## src/rtl/run_controller_pkg.sv

```systemverilog
// Shared encodings for run_controller: FSM states, halt-cause codes and the
// ECALL/EBREAK instruction words that stop execution.
package run_controller_pkg;

  typedef enum logic [1:0] {
    ST_IDLE   = 2'd0,
    ST_RUN    = 2'd1,
    ST_STEP   = 2'd2,
    ST_HALTED = 2'd3
  } run_state_t;

  typedef enum logic [2:0] {
    CAUSE_NONE  = 3'd0,
    CAUSE_STOP  = 3'd1,
    CAUSE_TRAP  = 3'd2,
    CAUSE_LIMIT = 3'd3,
    CAUSE_BREAK = 3'd4
  } halt_cause_t;

  localparam logic [31:0] INSN_ECALL  = 32'h0000_0073;
  localparam logic [31:0] INSN_EBREAK = 32'h0010_0073;

  function automatic logic is_trap(input logic [31:0] insn);
    return (insn == INSN_ECALL) || (insn == INSN_EBREAK);
  endfunction

endpackage

```

## src/rtl/run_controller_retire_counter.sv

```systemverilog
// Saturating retired-instruction counter; holds at all-ones, cleared only by
// the asynchronous active-low reset.
module retire_counter #(
  parameter int COUNT_WIDTH = 32
) (
  input  logic                   clock,
  input  logic                   reset,
  input  logic                   inc,
  output logic [COUNT_WIDTH-1:0] count
);

  logic [COUNT_WIDTH-1:0] count_r;

  // Count enabled cycles, stopping at all-ones
  always_ff @(posedge clock or negedge reset) begin
    if (!reset) begin
      count_r <= {COUNT_WIDTH{1'b0}};
    end else if (inc && (count_r != {COUNT_WIDTH{1'b1}})) begin
      count_r <= count_r + {{(COUNT_WIDTH-1){1'b0}}, 1'b1};
    end else begin
      count_r <= count_r;
    end
  end

  assign count = count_r;

endmodule

```

## src/rtl/run_controller.sv

```systemverilog
// Run/halt/single-step sequencer for the single-cycle datapath.
// Optional breakpoint support is enabled by defining RUN_BREAKPOINT_EN.
module run_controller
  import run_controller_pkg::*;
#(
  parameter int XLEN        = 32,
  parameter int COUNT_WIDTH = 32
) (
  input  logic                   clock,
  input  logic                   reset,
  input  logic                   start,
  input  logic                   step,
  input  logic                   stop,
  input  logic                   clearHalt,
  input  logic [COUNT_WIDTH-1:0] instrLimit,
  input  logic [XLEN-1:0]        pcCurrent,
  input  logic [31:0]            instruction,
`ifdef RUN_BREAKPOINT_EN
  input  logic                   bpValid,
  input  logic [XLEN-1:0]        bpAddress,
`endif
  output logic                   datapathEnable,
  output logic [1:0]             state,
  output logic [2:0]             haltCause,
  output logic [COUNT_WIDTH-1:0] retiredCount
);

  run_state_t             state_r, state_next_s;
  halt_cause_t            cause_r, cause_next_s, cause_s;
  logic                   trap_s, limit_s, bp_hit_s, halt_req_s, enable_s;
  logic [COUNT_WIDTH-1:0] count_s;

  assign trap_s  = is_trap(instruction);
  assign limit_s = (instrLimit != {COUNT_WIDTH{1'b0}}) && (count_s >= instrLimit);

`ifdef RUN_BREAKPOINT_EN
  logic bp_mask_r;

  // Mask the breakpoint for the first RUN cycle so a resume can leave the PC
  always_ff @(posedge clock or negedge reset) begin
    if (!reset) begin
      bp_mask_r <= 1'b0;
    end else begin
      bp_mask_r <= (state_r == ST_IDLE) && start;
    end
  end

  assign bp_hit_s = bpValid && (pcCurrent == bpAddress) && (state_r == ST_RUN) && !bp_mask_r;
`else
  logic unused_pc_s;
  assign unused_pc_s = ^pcCurrent;
  assign bp_hit_s    = 1'b0;
`endif

  // Halt decode, enable gating and next-state selection
  always_comb begin
    state_next_s = state_r;
    cause_next_s = cause_r;
    halt_req_s   = stop | trap_s | limit_s | bp_hit_s;

    if (stop) begin
      cause_s = CAUSE_STOP;
    end else if (trap_s) begin
      cause_s = CAUSE_TRAP;
    end else if (limit_s) begin
      cause_s = CAUSE_LIMIT;
    end else if (bp_hit_s) begin
      cause_s = CAUSE_BREAK;
    end else begin
      cause_s = CAUSE_NONE;
    end

    enable_s = ((state_r == ST_RUN) || (state_r == ST_STEP)) && !halt_req_s;

    case (state_r)
      ST_IDLE: begin
        if (start) begin
          state_next_s = ST_RUN;
        end else if (step) begin
          state_next_s = ST_STEP;
        end else begin
          state_next_s = ST_IDLE;
        end
      end
      ST_RUN: begin
        if (halt_req_s) begin
          state_next_s = ST_HALTED;
          cause_next_s = cause_s;
        end else begin
          state_next_s = ST_RUN;
        end
      end
      ST_STEP: begin
        // A blocked step halts without executing; otherwise it retires one and idles
        if (halt_req_s) begin
          state_next_s = ST_HALTED;
          cause_next_s = cause_s;
        end else begin
          state_next_s = ST_IDLE;
        end
      end
      ST_HALTED: begin
        if (clearHalt) begin
          state_next_s = ST_IDLE;
          cause_next_s = CAUSE_NONE;
        end else begin
          state_next_s = ST_HALTED;
        end
      end
      default: begin
        state_next_s = ST_IDLE;
        cause_next_s = CAUSE_NONE;
      end
    endcase
  end

  // State and latched halt cause
  always_ff @(posedge clock or negedge reset) begin
    if (!reset) begin
      state_r <= ST_IDLE;
      cause_r <= CAUSE_NONE;
    end else begin
      state_r <= state_next_s;
      cause_r <= cause_next_s;
    end
  end

  retire_counter #(
    .COUNT_WIDTH(COUNT_WIDTH)
  ) u_retire_counter (
    .clock (clock),
    .reset (reset),
    .inc   (enable_s),
    .count (count_s)
  );

  assign datapathEnable = enable_s;
  assign state          = state_r;
  assign haltCause      = cause_r;
  assign retiredCount   = count_s;

endmodule

```

## config.mk

```make
export PLATFORM = sky130hd
export DESIGN_NAME = run_controller
export DESIGN_NICKNAME = d
export VERILOG_FILES = /design/src/rtl/run_controller_pkg.sv /design/src/rtl/run_controller_retire_counter.sv /design/src/rtl/run_controller.sv
export SDC_FILE = /design/constraint.sdc
export NUM_CORES = 1
export LEC_CHECK = 0
export CORE_AREA = 2 2 90 92
export DETAILED_ROUTE_END_ITERATION = 10
export DIE_AREA = 0 0 92 94
export PLACE_DENSITY = 0.77
export SETUP_SLACK_MARGIN = 0.4
export SLEW_MARGIN = 15
export SYNTH_ARGS = -nofsm -noshare
export SYNTH_HDL_FRONTEND = slang
export SYNTH_SLANG_ARGS = --single-unit
```

## constraint.sdc

```tcl
create_clock -name clock -period 2.7 [get_ports clock]
set_input_delay 0.54 -clock clock [delete_from_list [all_inputs] [get_ports clock]]
set_output_delay 0.54 -clock clock [all_outputs]
set_load 0.03 [all_outputs]
```

Word level (Yosys, flattened, before mapping) --
Index checks and enable logic that the tools add are counted.
Word-level totals: register bits after elaboration 37, input bits 102, output and inout port bits 38, logic and storage cells 38
Operators by class: $add $sub $neg 1, $lt $le $gt $ge 1, equality and inequality tests 8, multiplexer cells 12, bitwise operators 2, reduce and logical (&&, ||, !) cells 11
Operators by type and width (count):
- 32-bit by 1-bit adder with 32-bit output (second input constant) | 1
- 32-bit by 21-bit equality test with 1-bit output (second input constant) | 1
- 32-bit by 7-bit equality test with 1-bit output (second input constant) | 1
- 32-bit >= comparator | 1
- 32-bit != test (second input constant) | 1
- 32-bit nonzero test | 1
- 2-bit two-way mux | 6
- 3-bit two-way mux | 4
- 2-bit case mux with 4 select lines | 1
- 3-bit case mux with 2 select lines | 1
- 2-bit equality test (second input constant) | 2
- 1-bit logical AND | 3
- 3-bit AND reduction | 1
- 2-bit by 1-bit equality test with 1-bit output (second input constant) | 1
- 2-bit zero test | 1
- 1-bit logical OR | 2
- 2-bit by 1-bit != test with 1-bit output (second input constant) | 1
- 2-bit != test (second input constant) | 1
- 1-bit bitwise OR | 2
- 2-bit nonzero test | 1
- 2-bit OR reduction | 1
- 1-bit zero test | 1

Logic depth before layout (Yosys ltp) --
word-level depth 7, depth in mapped cells 10, depth with buffers taken out 9

Hierarchy --
A second synthesis with hierarchy kept.
Unflattened totals: cells, all modules 324, area total of the unflattened synthesis 2916.5 um^2
Modules (own cells, without submodules):
- retire_counter | times used 1, cells each 151, area an instance 1624.1 um^2
- run_controller | times used 1, cells each 173, area an instance 1292.5 um^2

Worst setup path after synthesis --
Ideal clock, no wire load.
path kind flip-flop to output port, start point reg u_retire_counter.count_r[0] (netlist: u_retire_counter.count[0]), end point out datapathEnable, data arrival time 2.486 ns, path slack -0.326 ns, cell stages (with the launch flop) 9, cell sequence dfrtp_1 -> inv_1 -> ha_1 -> nand2b_1 -> a2111o_1 -> a311oi_1 -> a31oi_1 -> a211oi_4 -> and2_1
Between the ends: word-level cells in the longest chain between the ends 5
RTL lines:
- from (decl) | line run_controller_retire_counter.sv:12 | logic [COUNT_WIDTH-1:0] count_r;
- from (signal assigned) | line run_controller_retire_counter.sv:17 | count_r <= {COUNT_WIDTH{1'b0}};
- from (signal assigned) | line run_controller_retire_counter.sv:19 | count_r <= count_r + {{(COUNT_WIDTH-1){1'b0}}, 1'b1};
- from (signal assigned) | line run_controller_retire_counter.sv:21 | count_r <= count_r;
- 32-bit >= comparator | line run_controller.sv:34 | assign limit_s = (instrLimit != {COUNT_WIDTH{1'b0}}) && (count_s >= instrLimit);
- 1-bit logical AND | line run_controller.sv:34
- 1-bit bitwise OR | line run_controller.sv:59 | halt_req_s = stop | trap_s | limit_s | bp_hit_s;
- 1-bit zero test | line run_controller.sv:73 | enable_s = ((state_r == ST_RUN) || (state_r == ST_STEP)) && !halt_req_s;
- 1-bit logical AND | line run_controller.sv:73
- to (decl) | line run_controller.sv:22 | output logic datapathEnable,
No other way between the ends.

Worst setup path in the final report --
start point in instrLimit[8], end point out datapathEnable
Between the ends: word-level cells in the longest chain between the ends 5, elaborated cells between the ends (all ways) 6, classes of those cells 1 x order compare; 1 x bitwise; 4 x reduce/logical
RTL lines:
- from (decl) | line run_controller.sv:15 | input logic [COUNT_WIDTH-1:0] instrLimit,
- 32-bit >= comparator / 32-bit nonzero test (equally long branches) | line run_controller.sv:34
- 1-bit logical AND * | line run_controller.sv:34
- 1-bit bitwise OR * | line run_controller.sv:59
- 1-bit zero test * | line run_controller.sv:73
- 1-bit logical AND * | line run_controller.sv:73
Mark *: on every way between the ends. The rest lies on a longest branch, timed or not.

==> qor.csv <==
stage;metric;value;unit
sta;finClkSkew;0.008017;ns
floorplan;ios;140;
place;portBuffers;105;
yosys;synth_top_family_by_area;simple AND/OR/NAND/NOR gates;
routing;viasPerCell;5.612;
critical_path;start_kind;primary input;
routing;wl_per_cell;19.56;um
yosys;synth_edf_count;0;
run_status;failed_checks;negative setup slack;
yosys;ys_types;39;
yosys;avgSynthCellArea;9.034;sq um
routing;drt_iter0_drc;183;
floorplan;core_region_area;7607;sq um
cells_and_area;multi_input_comb_area;2357;sq um
clock_tree;clk_latency;0.30;ns
yosys;synth_top_area_frac;0.3227;
cells_and_area;nFillCells;529;
sta;fmax;305.5;MHz
yosys;synth_fa_ha_area_frac;0.1658;
yosys;synth_area_leader_cell;dfrtp_1;
sta;finalHoldViolCount;0;
critical_path;path_class;primary input to output port;
yosys;ys.flop_type;dfrtp_1;
min_path;worstHoldPathType;primary input to async pin;
clock_tree;cts_tree;done;
critical_path;path_max_fanout;2;
global_routing;grtUsageTotal;0.2114;
floorplan;dieArea;8648;sq um
cells_and_area;fin_nets;621;
sta;slew_violations;0;
place;gp_congestion;0.8421;
yosys;synthMuxAreaShare;0.007620;
critical_path;critical_path_arrival;2.73;ns
cells_and_area;final_design_area_no_fill;5319;sq um
floorplan;die_h;94;um
sta;slew_headroom;0.4168;
sta;grt_setup_unrepaired;yes;
clock_tree;clock_path_buffers;2;
floorplan;initial_utilization;0.3669;
cells_and_area;antenna_cells;0;
cells_and_area;synthToLayoutAreaGrowth;90.54;%
clock_tree;htreeDepth;2;
yosys;ys_async_sr_fraction;1.000;
job;drv_cap;0;
routing;drc;0;
global_routing;grt_max_degree;37;
yosys;synthXorXnorAreaFrac;0.09413;
yosys;synth_common_cells;inv_1, ha_1, dfrtp_1;
yosys;synth-compound-area-share;0.08740;
sta;setup_viol;36;
yosys;synth_simple_gate_area_frac;0.2528;
yosys;ys_warn_count;0;
clock_tree;cts_buffers;5;
place;dp_hpwl;6943;um
place;placed_area;4318;sq um
sta;fin_ws;-0.5733;ns
routing;vias;3283;
critical_path;end_kind;output port;
routing;ant_nets;0;
clock_tree;clkTransAtPathRegs;0.08;ns
floorplan;floorplan.rows;32;
yosys;ys_ff_latch;36;
critical_path;cp.required;2.16;ns
sta;period_minus_slack;3.273;ns
yosys;syn-num-nets;448;
pwr;finalPower;2.338;mW
routing;drtPass1Iterations;5;
cells_and_area;drive_gt1_frac;0.3520;
global_routing;grt_first_pass_wirelength;14550;um
pwr;power.leakage;2.488;nW
yosys;synth.most_common_cell;inv_1;
global_routing;antenna_found_initial;0;
sta;fin_crit_sh;1.212;
clock_tree;clock-sinks;36;
routing;routed_wl;11450;um
cells_and_area;ff_latch_area;903.4;sq um
yosys;synthTopCellsByArea;dfrtp_1, ha_1, xnor2_1;
pwr;power.density;439.5;nW/um^2
yosys;synth-seq-area-share;0.3227;
sta;tns;-9.695;ns
clock_tree;cts-root-buf;clkbuf_8;
global_routing;grt_remaining_overflow;0;
global_routing;grt_pass1_vias;3212;
yosys;syn-cell-area;2791;sq um
yosys;synth_cells;309;
sta;worstMarginPinSlew;0.8747;ns
sta;whs;0.3574;ns
floorplan;die_x;92;um
run_status;status;complete, but fails checks;
pwr;ir_drop;319.1;uV
## worst paths after layout
path	start	end	slack, ns	cells after the start
setup / recovery	instrLimit[8]	datapathEnable	-0.57	11
max in group asynchronous	reset	u_retire_counter.count[0]	1.74	1
hold / removal	reset	u_retire_counter.count[24]	0.36	1
hold reg to reg	haltCause[1]	haltCause[1]	0.52	1
setup reg to reg	u_retire_counter.count[0]	u_retire_counter.count[13]	-0.31	12
min in group clock	haltCause[1]	haltCause[1]	0.52	1
## repair_timing
action | in CTS | in global routing
buffers inserted | 3 | 16
resized for setup | 57 | 103
hold buffers | 0 | 0
cloned | 0 | 3
pin swaps | 23 | 38
setup endpoints to repair | 37 | 37
## stage by stage
stage / setup slack, ns / util / instances
floorplan: -0.01020 / - / 309
global placement: -0.7157 / 0.5676 / 555
detailed placement: -0.7510 / 0.5676 / 555
CTS: -0.4296 / 0.6079 / 566
global route: -0.6322 / 0.6992 / 585
finish: -0.5733 / 0.6992 / 585
## routing by layer
metal | part of all wire | up-vias | GRT usage
met5 | 0 | - | 0
met4 | 0.064 | 0 | 0.08706
met3 | 0.068 | 62 | 0.04334
met2 | 0.51 | 181 | 0.4038
met1 | 0.36 | 1562 | 0.2256
li1 | - | 1478 | -
## sequential cells by signal (all words and copies together), names as in the netlist
signal,cells
haltCause,2
state,2
u_retire_counter.count,32
## area by class of cell
type                       instances  area share
multi-input combinational        226      0.4432
timing repair buffer             175      0.3187
sequential                        36      0.1698
inverter                          38     0.02682
tap                              102     0.02399
clock buffer                       6     0.01553
clock inverter                     2    0.001882
## cells by family after synthesis
logic type / count (synthesis)
multiplexers: 2
AND/OR/NAND/NOR: 120
buffers and inverters: 47
other: 1
AO/OA/AOI/OAI: 36
adder cells (fa/ha/maj): 37
flip-flops: 36
XOR/XNOR: 30
## worst max-delay path, cell delays in order
cell	delay, ns
dlygate4sd2_1	0.23
inv_1	0.06
ha_1	0.29
nand4_1	0.13
buf_4	0.15
nor2_2	0.05
a311oi_2	0.44
a31oi_4	0.19
a211oi_4	0.30
and2_4	0.21
buf_6	0.13
## cells in the final DEF, fill, tap and decap left out, drive strengths merged, types with 2 or more instances in the layout
master / netlist / layout
a221oi: 2 / 2
nor4: 13 / 13
dlygate4sd2: 0 / 14
nor3: 5 / 5
a21oi: 13 / 13
nand2: 11 / 11
buf: 5 / 71
dfrtp: 36 / 36
o21ai: 6 / 6
xnor2: 30 / 30
nand4: 26 / 26
clkdlybuf4s50: 0 / 71
a211oi: 4 / 4
nand3: 17 / 17
and3: 20 / 20
clkbuf: 4 / 10
a31oi: 2 / 2
nand2b: 3 / 3
nor2: 5 / 5
and4: 6 / 6
ha: 37 / 37
dlymetal6s2s: 0 / 15
a21o: 2 / 2
and2: 7 / 7
clkinv: 0 / 2
inv: 38 / 38
nor2b: 3 / 3
## power breakdown
part           total [mW]  internal, mW  switching, mW
Clock               0.425         0.204          0.221
Combinational        1.25         0.567          0.684
Sequential          0.662         0.609         0.0531
Power figures use the tool's default switching activity.
==> patch 1, RTL diff (config.mk and constraints unchanged) <==
`COUNT_WIDTH` is set to 32 in 2 places; all go to 36.
--- a/src/rtl/run_controller_retire_counter.sv
+++ b/src/rtl/run_controller_retire_counter.sv
@@ -3,3 +3,3 @@
 module retire_counter #(
-  parameter int COUNT_WIDTH = 32
+  parameter int COUNT_WIDTH = 36
 ) (
--- a/src/rtl/run_controller.sv
+++ b/src/rtl/run_controller.sv
@@ -6,3 +6,3 @@
   parameter int XLEN        = 32,
-  parameter int COUNT_WIDTH = 32
+  parameter int COUNT_WIDTH = 36
 ) (
Interface: changed (resized instrLimit and retiredCount); port bits go from 140 to 148. No check against the original RTL was run, so the function may have changed too.
==> patch 1 against the original RTL <==
The flow still finishes with violations (setup timing). Area after synthesis is 15% higher. Cell area is 5.4% higher. Sequential power is 8.0% higher. First-iteration DRC count is 13% lower. Routed wire length is 0.87% lower. Final cell count is 12% higher. Sequential cell count is 4 higher. Total power is 1.8% higher. Setup slack better by 0.29 ns.
==> patch 1: results (changes against the original RTL) <==
* Status: finished, violations left (unchanged)
* Failing checks: setup timing (unchanged)
* Placer congestion estimate at 0.853 (was 0.842)
* Clk_skew at 0.00595 ns (was 0.00802 ns)
* Commonest cells in the synthesized netlist: inv_1, ha_1, dfrtp_1 (unchanged)
* Initial antenna violation count at 0 (unchanged)
* Crit path DAT at 2.45 ns (was 2.73 ns)
* Final WS setup at -0.285 ns (was -0.573 ns)
* Worst slew margin at 37.5% (was 41.7%)
* Area contributors post-synth: dfrtp_1, ha_1, xor2_1, inv_1, nor3_1 (was dfrtp_1, ha_1, xnor2_1, nand4_1, inv_1)
* Final WL at 11.3 mm (was 11.4 mm)
* Port Buffers at 113 (was 105)
* Dpl hpwl at 8.19 mm (was 6.94 mm)
* FF-to-FF Start: u_retire_counter.count[35] (was u_retire_counter.count[0])
* Largest net degree at the start of global routing at 41 (was 37)
* Filler cell count in the final layout at 513 (was 529)
* Post-synth cell types at 50 (was 39)
* Largest fanout on the critical path at 3 (was 2)
* Nets at 701 (was 621)
* Post-Syn Nets at 508 (was 448)
* GR Util All Layers at 25.4% (was 21.1%)
* Post-route setup TNS at -3.47 ns (was -9.70 ns)
* Slowest CP cell: clkdlybuf4s50_1 (was a311oi_2)
* Final setup fails at 36 (unchanged)
* Worst VDD drop at 641 uV (was 319 uV)
* Setup crit start: instruction[10] (was instrLimit[8])
* Drt initial violations at 159 (was 183)
* Leak pwr at 0.00262 uW (was 0.00249 uW)
* Vias in the first global route at 3533 (was 3212)
* Worst-Skew Late Latency at 0.30 ns (about the same)
* Number of flip-flops in the largest register at 36 (was 32)
* Seq/Total Area, Yosys at 31.1% (was 32.3%)
* Layout cells sized above 1 at 38.1% (was 35.2%)
* DR pass1 iterations at 5 (unchanged)
* Vias per std cell at 5.41 (was 5.61)
## patch 1: layout make-up
type / count / area share (%)
Timing Repair Buffer: 194 / 29.8
Clock buffer: 6 / 1.29
Tap cell: 102 / 2.28
Multi-Input combinational cell: 265 / 44.7
Clock inverter: 1 / 0.0893
Inverter: 48 / 3.66
Sequential cell: 40 / 18.1
## patch 1: metal layers
layer / part of all wire, % / vias up / global-route usage (%)
met3: 6.0 / 24 / 4.57
met1: 41 / 1696 / 31.7
met5: 0 / - / 0
met2: 51 / 151 / 45.6
li1: - / 1675 / -
met4: 1.7 / 0 / 5.72
## patch 1: critical path: cells and delay by family
| family | cells | cell delay [ns] |
|---|---|---|
| AO/OA/AOI/OAI | 1 | 0.19 |
| buffers and inverters | 3 | 0.63 |
| AND/OR/NAND/NOR | 4 | 1.09 |
## patch 1: kinds of logic after synthesis
group / after synthesis / synth area share, %
compound gates: 41 / 8.36
mux: 1 / 0.350
other cells: 1 / 0.117
simple gates: 146 / 27.1
xor+xnor: 35 / 9.53
buf+inv: 56 / 7.43
fa+ha+maj: 41 / 15.9
flops: 40 / 31.1
## patch 1: what timing repair did
item	CTS	global route
buffers inserted	7	4
setup endpoints to repair	41	41
gates resized for setup	161	19
pin swaps	31	13
## patch 1: where the power goes
| part | total, uW | internal, uW | switching, uW |
|---|---|---|---|
| registers | 715 | 666 | 48.6 |
| clock network | 392 | 176 | 216 |
| logic | 1270 | 587 | 685 |
## patch 1: final timing paths
kind | to | cells after the start | slack [ns]
worst max register to register | u_retire_counter.count[29] | 12 | -0.07
worst max-delay path | datapathEnable | 8 | -0.29
max in group asynchronous | u_retire_counter.count[31] | 1 | 1.68
worst min register to register | haltCause[0] | 2 | 0.54
min in group clock | haltCause[0] | 2 | 0.54
worst min-delay path | u_retire_counter.count[16] | 1 | 0.38
## patch 1: through the flow
step	total power [uW]	worst slack, ns	utilization [%]	cells	instance area, sq um
2_1_floorplan	1320	0.0994	-	361	3350
3_3_place_gp	1800	-0.995	66.8	638	5080
3_5_place_dp	1830	-1.02	66.8	638	5080
4_1_cts	2310	-0.211	72.2	652	5490
5_1_grt	2510	-0.387	73.7	656	5610
6_report	2380	-0.285	73.7	656	5610
==> patch 2, RTL diff (same settings) <==
Without the edit above. Register the inputs `step`, `stop`, `clearHalt`, `instrLimit` and `instruction` before use. The logic sees them one clock later. The other inputs are not delayed to match. Comments in the files are not updated.
--- a/src/rtl/run_controller.sv
+++ b/src/rtl/run_controller.sv
@@ -27,2 +27,16 @@
 
+  logic step_q;
+  logic stop_q;
+  logic clearHalt_q;
+  logic [COUNT_WIDTH-1:0] instrLimit_q;
+  logic [31:0] instruction_q;
+
+  always_ff @(posedge clock) begin
+    step_q        <= step;
+    stop_q        <= stop;
+    clearHalt_q   <= clearHalt;
+    instrLimit_q  <= instrLimit;
+    instruction_q <= instruction;
+  end
+
   run_state_t             state_r, state_next_s;
@@ -32,4 +46,4 @@
 
-  assign trap_s  = is_trap(instruction);
-  assign limit_s = (instrLimit != {COUNT_WIDTH{1'b0}}) && (count_s >= instrLimit);
+  assign trap_s  = is_trap(instruction_q);
+  assign limit_s = (instrLimit_q != {COUNT_WIDTH{1'b0}}) && (count_s >= instrLimit_q);
 
@@ -58,5 +72,5 @@
     cause_next_s = cause_r;
-    halt_req_s   = stop | trap_s | limit_s | bp_hit_s;
+    halt_req_s   = stop_q | trap_s | limit_s | bp_hit_s;
 
-    if (stop) begin
+    if (stop_q) begin
       cause_s = CAUSE_STOP;
@@ -78,3 +92,3 @@
           state_next_s = ST_RUN;
-        end else if (step) begin
+        end else if (step_q) begin
           state_next_s = ST_STEP;
@@ -102,3 +116,3 @@
       ST_HALTED: begin
-        if (clearHalt) begin
+        if (clearHalt_q) begin
           state_next_s = ST_IDLE;
Function: changed (a bounded check fails within 4 cycles, from zero or initial values and one cycle with reset low).
==> patch 2 against the original RTL <==
The run still ends with setup timing left. Non-clock buffer count down 10. Cell area up 19%. First-iteration DRC count down 48%. Critical path depth down 3. Routed wire length down 8.4%. Setup slack better by 0.15 ns. Sequential cell count up 66. Sequential share of layout area up 18 points. Area after synthesis up 47%. Clock power rose to 2.6 times the old value. Highest routed layer unchanged. Total power up 69%. Register-to-register slack worse by 0.05 ns. Utilization up 13 points.
==> patch 2: results (changes against the original RTL) <==
* Final setup fails at 36 (unchanged)
* Worst slew margin at 66.1% (was 41.7%)
* Area share of fa/ha/maj cells after synthesis at 11.3% (was 16.6%)
* Commonest cells in the synthesized netlist: dfxtp_1, inv_1, ha_1 (was inv_1, ha_1, dfrtp_1)
* Gate Count Post-Synth at 382 (was 309)
* Crit path DAT at 2.58 ns (was 2.73 ns)
* Area contributors post-synth: dfxtp_1, dfrtp_1, ha_1, inv_1, xnor2_1 (was dfrtp_1, ha_1, xnor2_1, nand4_1, inv_1)
* Post-synth cell types at 50 (was 39)
* Drt initial violations at 95 (was 183)
* Largest net degree at the start of global routing at 37 (unchanged)
* Worst VDD drop at 485 uV (was 319 uV)
* Leak pwr at 0.00295 uW (was 0.00249 uW)
* Clock slew at reported path FFs at 0.10 ns (was 0.08 ns)
* Post-synth ARST share at 35.3% (was 100%)
* Primary FF master, synth: dfxtp_1 (was dfrtp_1)
* Final WS setup at -0.422 ns (was -0.573 ns)
* Seq/Total Area, Yosys at 54.3% (was 32.3%)
* Failing checks: setup timing (unchanged)
* R2r setup slk at -0.36 ns (was -0.31 ns)
* Setup crit start: u_retire_counter.count[22] (was instrLimit[8])
* DR pass1 iterations at 4 (was 5)
* First-pass GRT wire length at 17.0 mm (was 14.6 mm)
* Status: finished, violations left (unchanged)
* Largest fanout on the critical path at 3 (was 2)
* DP Area at 5790 sq um (was 4320 sq um)
* CP Launch Type: register (was primary input)
* Nets at 693 (was 621)
* Antenna-violating nets left at 0 (unchanged)
* Clk_skew at 0.00814 ns (was 0.00802 ns)
* Inst Count DP at 636 (was 555)
* Layout cells sized above 1 at 24.5% (was 35.2%)
* Dpl hpwl at 7.70 mm (was 6.94 mm)
* Hold Crit Class: reg2reg (was in2async)
* Slowest CP cell: dfrtp_2 (was a311oi_2)
* DP Worst Slack at -0.227 ns (was -0.751 ns)
* Final WL at 10.5 mm (was 11.4 mm)
* Worst r2r dst: u_retire_counter.count[26] (was u_retire_counter.count[13])
* # diodes at 0 (unchanged)
* Placer congestion estimate at 0.830 (was 0.842)
* CP Class: reg2out (was in2out)
* Reg2reg path depth at 13 (was 12)
* Global Route met3 Usage at 5.62% (was 4.33%)
* Worst-Skew Late Latency at 0.37 ns (was 0.30 ns)
* Global-route met2 utilization at 45.8% (was 40.4%)
* XOR/XNOR Fraction of Synth Area at 6.42% (was 9.41%)
* Vias in the first global route at 3629 (was 3212)
* CTS H-tree depth at 3 (was 2)
* Post-Syn Nets at 521 (was 448)
* GR Util All Layers at 25.8% (was 21.1%)
* Post-synthesis compound-gate area fraction at 5.99% (was 8.74%)
* Average wire per standard cell at 15.9 microns (was 19.6 microns)
* Met1 Resource Use GR at 30.0% (was 22.6%)
* Mux contribution to synthesized area at 0.245% (was 0.762%)
* CTS buffer count at 9 (was 5)
* DR vias at 3409 (was 3283)
patch 2: cell count changes after synthesis, sizes merged, moves of 8 or more:
| cell | delta |
|---|---|
| xor2 | +11 |
| dfxtp | +66 |
| and3 | -16 |
| inv | +9 |
| nor3 | +8 |
| xnor2 | -11 |
| nand4 | -12 |
| nor2 | +12 |
| nand2 | +14 |
patch 2: power breakdown:
group	internal (uW)	switching, uW
combinational	550	578
clock	546	560
sequential	1630	76.8
patch 2: per-stage QoR:
| step | utilization [%] | hold WS [ns] | setup TNS, ns | power (uW) |
|---|---|---|---|---|
| global placement | 76.2 | 0.525 | -2.79 | 2690 |
| floorplan | - | 0.244 | -0.347 | 2260 |
| global route | 83.2 | 0.578 | -11.27 | 4140 |
| CTS | 82.6 | 0.545 | -5.54 | 3940 |
| finish | 83.2 | 0.575 | -7.72 | 3940 |
| detailed placement | 76.2 | 0.520 | -3.70 | 2730 |
patch 2: cell families (layout without fill, tap and decap cells):
logic type	count (synthesis)	after routing
muxes	1	1
DFF	102	102
and+or+nand+nor	124	124
xor gates and xnor gates	30	30
AOI/OAI and AO/OA	36	36
adders and majority gates	37	37
buffers and inverters	51	228
other	1	1
patch 2: layer usage:
layer	share of wire (%)	vias up
met3	5.5	22
li1	-	1659
met1	41	1614
met4	2.4	0
met2	51	114
met5	0	-
patch 2: layout make-up:
cell class | count | area [sq um]
tap | 102 | 128
sequential | 102 | 2240
clock inverter | 7 | 111
inverter | 47 | 176
multi-input combinational | 229 | 2010
clock buffer | 9 | 124
timing repair buffer | 165 | 1540
fill | 437 | 1280
patch 2: repair_timing:
item                                   4_1_cts  5_1_grt
pin swaps                                   41       12
setup endpoints to repair                   37       37
endpoints found under the hold margin        0        0
setup buffers                                8        1
resized for setup                           38        8
